===== src/rtl/addac_4_if.sv =====
// Operand/strobe/result bundle for the addac_4 accumulator.
// The master drives operands and the strobe; the slave returns the registered result.
interface addac_4_if #(
  parameter int WIDTH = 4
);
  logic [WIDTH-1:0] a;
  logic             sel0;
  logic             sel1;
  logic             iclk;
  logic [WIDTH-1:0] s;
  logic             cout;

  modport master (output a, output sel0, output sel1, output iclk,
                  input  s, input  cout);
  modport slave  (input  a, input  sel0, input  sel1, input  iclk,
                  output s, output cout);
endinterface


===== src/rtl/addac_4.sv =====
// Adder/accumulator with carry flag: one LOAD/ADD/SUB/CLEAR per rising edge of the
// slow iclk strobe, sampled in the clk domain; result and carry are registered.
module addac_4 #(
  parameter int WIDTH = 4
) (
  input  logic     clk,
  input  logic     rst,
  addac_4_if.slave bus
);
  localparam logic [1:0] OP_LOAD  = 2'b00;
  localparam logic [1:0] OP_ADD   = 2'b01;
  localparam logic [1:0] OP_SUB   = 2'b10;
  localparam logic [1:0] OP_CLEAR = 2'b11;

  logic [WIDTH-1:0] acc_reg, acc_next;
  logic             cy_reg, cy_next;
  logic             iclk_q_reg;
  logic             strobe;
  logic [WIDTH-1:0] a_inv;
  logic [WIDTH:0]   add_sum;
  logic [WIDTH:0]   sub_sum;

  genvar gi;
  generate
    for (gi = 0; gi < WIDTH; gi++) begin : g_inv
      assign a_inv[gi] = ~bus.a[gi];
    end
  endgenerate

  // Subtraction as acc + ~a + 1, so the carry out doubles as the no-borrow flag.
  assign add_sum = {1'b0, acc_reg} + {1'b0, bus.a};
  assign sub_sum = {1'b0, acc_reg} + {1'b0, a_inv} + {{WIDTH{1'b0}}, 1'b1};
  assign strobe  = bus.iclk & ~iclk_q_reg;

  always_comb begin
    acc_next = acc_reg;
    cy_next  = cy_reg;
    if (strobe) begin
      case ({bus.sel1, bus.sel0})
        OP_LOAD: begin
          acc_next = bus.a;
          cy_next  = 1'b0;
        end
        OP_ADD: begin
          acc_next = add_sum[WIDTH-1:0];
          cy_next  = add_sum[WIDTH];
        end
        OP_SUB: begin
          acc_next = sub_sum[WIDTH-1:0];
          cy_next  = sub_sum[WIDTH];
        end
        OP_CLEAR: begin
          acc_next = '0;
          cy_next  = 1'b0;
        end
        default: begin
          acc_next = acc_reg;
          cy_next  = cy_reg;
        end
      endcase
    end
  end

  // iclk_q resets high so a strobe already high through reset is not taken as an edge.
  always_ff @(posedge clk) begin
    if (!rst) begin
      acc_reg    <= '0;
      cy_reg     <= 1'b0;
      iclk_q_reg <= 1'b1;
    end else begin
      acc_reg    <= acc_next;
      cy_reg     <= cy_next;
      iclk_q_reg <= bus.iclk;
    end
  end

  assign bus.s    = acc_reg;
  assign bus.cout = cy_reg;
endmodule


===== src/flat_wrapper.sv =====
// flat-port wrapper written by rule: the top's interface ports become plain ports
module addac_4_flat 
#(
  parameter int WIDTH = 4
)
  (clk, rst, bus_a, bus_sel0, bus_sel1, bus_iclk, bus_s, bus_cout);
  addac_4_if #(.WIDTH(WIDTH)) bus_i ();
  input  logic clk;
  input  logic rst;
  input wire logic [$bits(bus_i.a)-1:0] bus_a;
  input wire logic [$bits(bus_i.sel0)-1:0] bus_sel0;
  input wire logic [$bits(bus_i.sel1)-1:0] bus_sel1;
  input wire logic [$bits(bus_i.iclk)-1:0] bus_iclk;
  output wire logic [$bits(bus_i.s)-1:0] bus_s;
  output wire logic [$bits(bus_i.cout)-1:0] bus_cout;
  assign bus_i.a = bus_a;
  assign bus_i.sel0 = bus_sel0;
  assign bus_i.sel1 = bus_sel1;
  assign bus_i.iclk = bus_iclk;
  assign bus_s = bus_i.s;
  assign bus_cout = bus_i.cout;
  addac_4 #(.WIDTH(WIDTH)) u_core (.clk(clk), .rst(rst), .bus(bus_i));
endmodule

===== config.mk =====
export PLATFORM = sky130hd
export DESIGN_NAME = addac_4_flat
export DESIGN_NICKNAME = d
export VERILOG_FILES = /design/src/rtl/addac_4_if.sv /design/src/rtl/addac_4.sv /design/src/flat_wrapper.sv
export SDC_FILE = /design/constraint.sdc
export NUM_CORES = 1
export LEC_CHECK = 0
export ABC_AREA = 1
export CELL_PAD_IN_SITES_DETAIL_PLACEMENT = 2
export CELL_PAD_IN_SITES_GLOBAL_PLACEMENT = 2
export CORE_ASPECT_RATIO = 1.2
export CORE_MARGIN = 10
export CORE_UTILIZATION = 26
export DETAILED_ROUTE_END_ITERATION = 8
export PLACE_DENSITY_LB_ADDON = 0.1
export SYNTH_ARGS = -nofsm -noshare
export SYNTH_HDL_FRONTEND = slang
export SYNTH_SLANG_ARGS = --single-unit

===== constraint.sdc =====
create_clock -name clk -period 2.01 [get_ports clk]
set_input_delay 0.402 -clock clk [delete_from_list [all_inputs] [get_ports clk]]
set_output_delay 0.402 -clock clk [all_outputs]
set_load 0.1 [all_outputs]

==> results.cfg <==
[hold_path]
hp-class = register to register
min-delay-start = u_core.bus.s[2]$_SDFFE_PN0P_

[power_and_ir_drop]
p_int_mw = 0.2557
powerDensity_mw_per_mm2 = 475.5
power_frac_seq_pct = 32.7
p_clk_share_pct = 26.3
power_switching_mw = 0.1477
combPwrFrac_pct = 41.0
ir_drop_v = 0.0002741
p_leak_nw = 0.4336
swShare_pct = 36.62
total_power_mw = 0.4034

[cts]
clock_sinks = 6
numCtsBuffers = 3
clk_path_buf_depth = 2
clk_pin_slew_ps = 40
htreeDepth = 1
post_cts_resized = 0
root_buffer = clkbuf_4
clk_latency_ps = 240
cts_setup_buffers = 0
hold_buffers = 0
cts_tree = done

[layout]
antennaDiodeCount = 0
final_cell_mix = inv_1, nand2_1, buf_4, nand3_1
drive_above_1_share_pct = 21.24
largest_reg_flops = 4
utilization_pct = 36.79
finish.net_count = 134
areaGrowthSynthToFinish_pct = 33.99
layout_commonest_cell = inv_1

[sta]
final-hold-violation-count = 0
worstMarginPinSlew_ps = 334.7
setup_viol = 0
final.min_clock_period_ps = 1862
fmax_mhz = 537.2
slew_viol_final = 0
grt_setup_unrepaired = no
slew_headroom_pct = 77.60
fin_crit_sh_pct = 92.62
fin_skew_ps = 2.324
worst_slack_ps = 148.3

[synth]
synth.distinct_cells = 20
synth_area_per_cell_um2 = 6.882
synthAdderAreaFrac_pct = 22.13
synth-seq-area-share_pct = 18.97
synth_top_family_by_area = simple AND/OR/NAND/NOR gates
synth_compound_area_share_pct = 13.24
synthXorXnorAreaFrac_pct = 0
synth-seq-cells = 6
yosysWarnings = 0
netlist_instances = 92
synth_nets = 111
syn_area_um2 = 633.1
yosys-mux-area-fraction_pct = 0
synthSimpleGateAreaFrac_pct = 31.23

[die]
die_area_mm2 = 0.004817
fp.coreArea_mm2 = 0.002306
initial_core_util_pct = 27.46
row_count = 19
die_y_um = 74.06
die_w_um = 65.05
boundaryPins = 14

[global_routing]
grt_usage_pct = 8.874
antenna_found_initial = 0
grt_pass1_vias = 731
grt_max_degree = 8
grt_first_pass_wirelength_mm = 3.325
grt-ovfl-total = 0

[route]
routed_wl_mm = 1.900
drtPass1Iterations = 3
drc = 0
via_count = 634
viasPerCell = 4.403
drt_iter0_markers = 13
post_drt_wl_per_cell_um = 13.19
postRouteAntennaNets = 0

[run]
maxCapViolCount = 0

[critical_path]
critPathKind = input pin to register
crit_start = bus_a[0]
worst-endpoint-arrival_ps = 1990
crit_path_end_kind = register
cp.required_ps = 2140
reg2reg_from = u_core.bus.s[0]$_SDFFE_PN0P_
worstPathMaxFanout = 3
critPathLaunchType = input pin

[placed_design]
io_buffers = 13
hpwl_mm = 1.686
gp_congestion = 0.7899
pre_cts_ws_ps = -104.9

[run_status]
status = finished clean
[routing by layer]
metal  wire, µm  share of wire, %  GRT usage, %  vias up
met1        851                45         9.966      297
li1           -                 -             -      327
met2        977                51         15.79        8
met5          0                 0             0        -
met4         23               1.2         5.000        0
met3         47               2.5         1.201        2
[worst max-delay path, stage by stage]
cell and delay, ps:
clkdlybuf4s50_1 500, ha_1 180, inv_1 60, fa_1 420, nor2_4 110, nand3b_1 110, nand3_1 80, nand2_1 80
a21oi_2 50
[Yosys cell counts]
master | n | area [µm²]
a21oi_1 | 6 | 30.03
a21oi_2 | 1 | 8.760
a21oi_4 | 1 | 16.27
buf_6 | 1 | 11.26
clkinv_2 | 1 | 5.000
dfxtp_1 | 6 | 120.1
fa_1 | 2 | 40.04
ha_1 | 8 | 100.1
inv_1 | 20 | 75.07
nand2_1 | 18 | 67.56
nand2_2 | 1 | 6.260
nand3_1 | 10 | 50.05
nand3b_1 | 1 | 7.510
nor2_1 | 7 | 26.28
nor2_2 | 1 | 6.260
nor2_4 | 3 | 33.78
o21ai_0 | 2 | 10.01
o21ai_1 | 1 | 5.000
o21bai_1 | 1 | 7.510
o22ai_1 | 1 | 6.260
[worst paths after layout]
| check | to | slack (ps) | cells past startpoint |
|---|---|---|---|
| max | u_core.bus.s[2]$_SDFFE_PN0P_ | 150 | 9 |
| min reg2reg | u_core.bus.s[2]$_SDFFE_PN0P_ | 540 | 2 |
| min | u_core.bus.s[2]$_SDFFE_PN0P_ | 540 | 2 |
| max reg2reg | u_core.bus.s[2]$_SDFFE_PN0P_ | 430 | 9 |
[per-stage QoR]
step	instance area (µm²)	hold slack, ps	setup TNS, ps	std cells
after global routing	848.3	585.3	0	144
after CTS	848.3	539.7	0	144
final	848.3	536.8	0	144
after floorplan	635.6	471.1	0	92
after global placement	825.8	513.3	-111.1	141
after detailed placement	825.8	529.0	-202.2	141
[logic make-up (layout without fill, tap and decap cells)]
logic type / after synthesis / after routing
AOI/OAI and AO/OA: 13 / 13
DFF: 6 / 6
and+or+nand+nor: 41 / 41
adders and majority gates: 10 / 10
buffers and inverters: 22 / 43
[power by group through the flow]
stage | sequential [mW] | clock [mW] | combinational (mW)
after floorplan | 0.168 | 0 | 0.0735
after global placement | 0.134 | 0 | 0.163
after detailed placement | 0.134 | 0 | 0.168
after CTS | 0.132 | 0.113 | 0.169
after global routing | 0.133 | 0.118 | 0.186
final | 0.132 | 0.106 | 0.165
[cell type report]
class,instances,area [µm²]
tap,31,38.79
clock buffer,3,22.52
sequential,6,122.6
inverter,21,80.08
fill,293,1458
timing repair buffer,19,162.7
multi-input combinational,64,421.7
(Power assumes the default switching activity.)
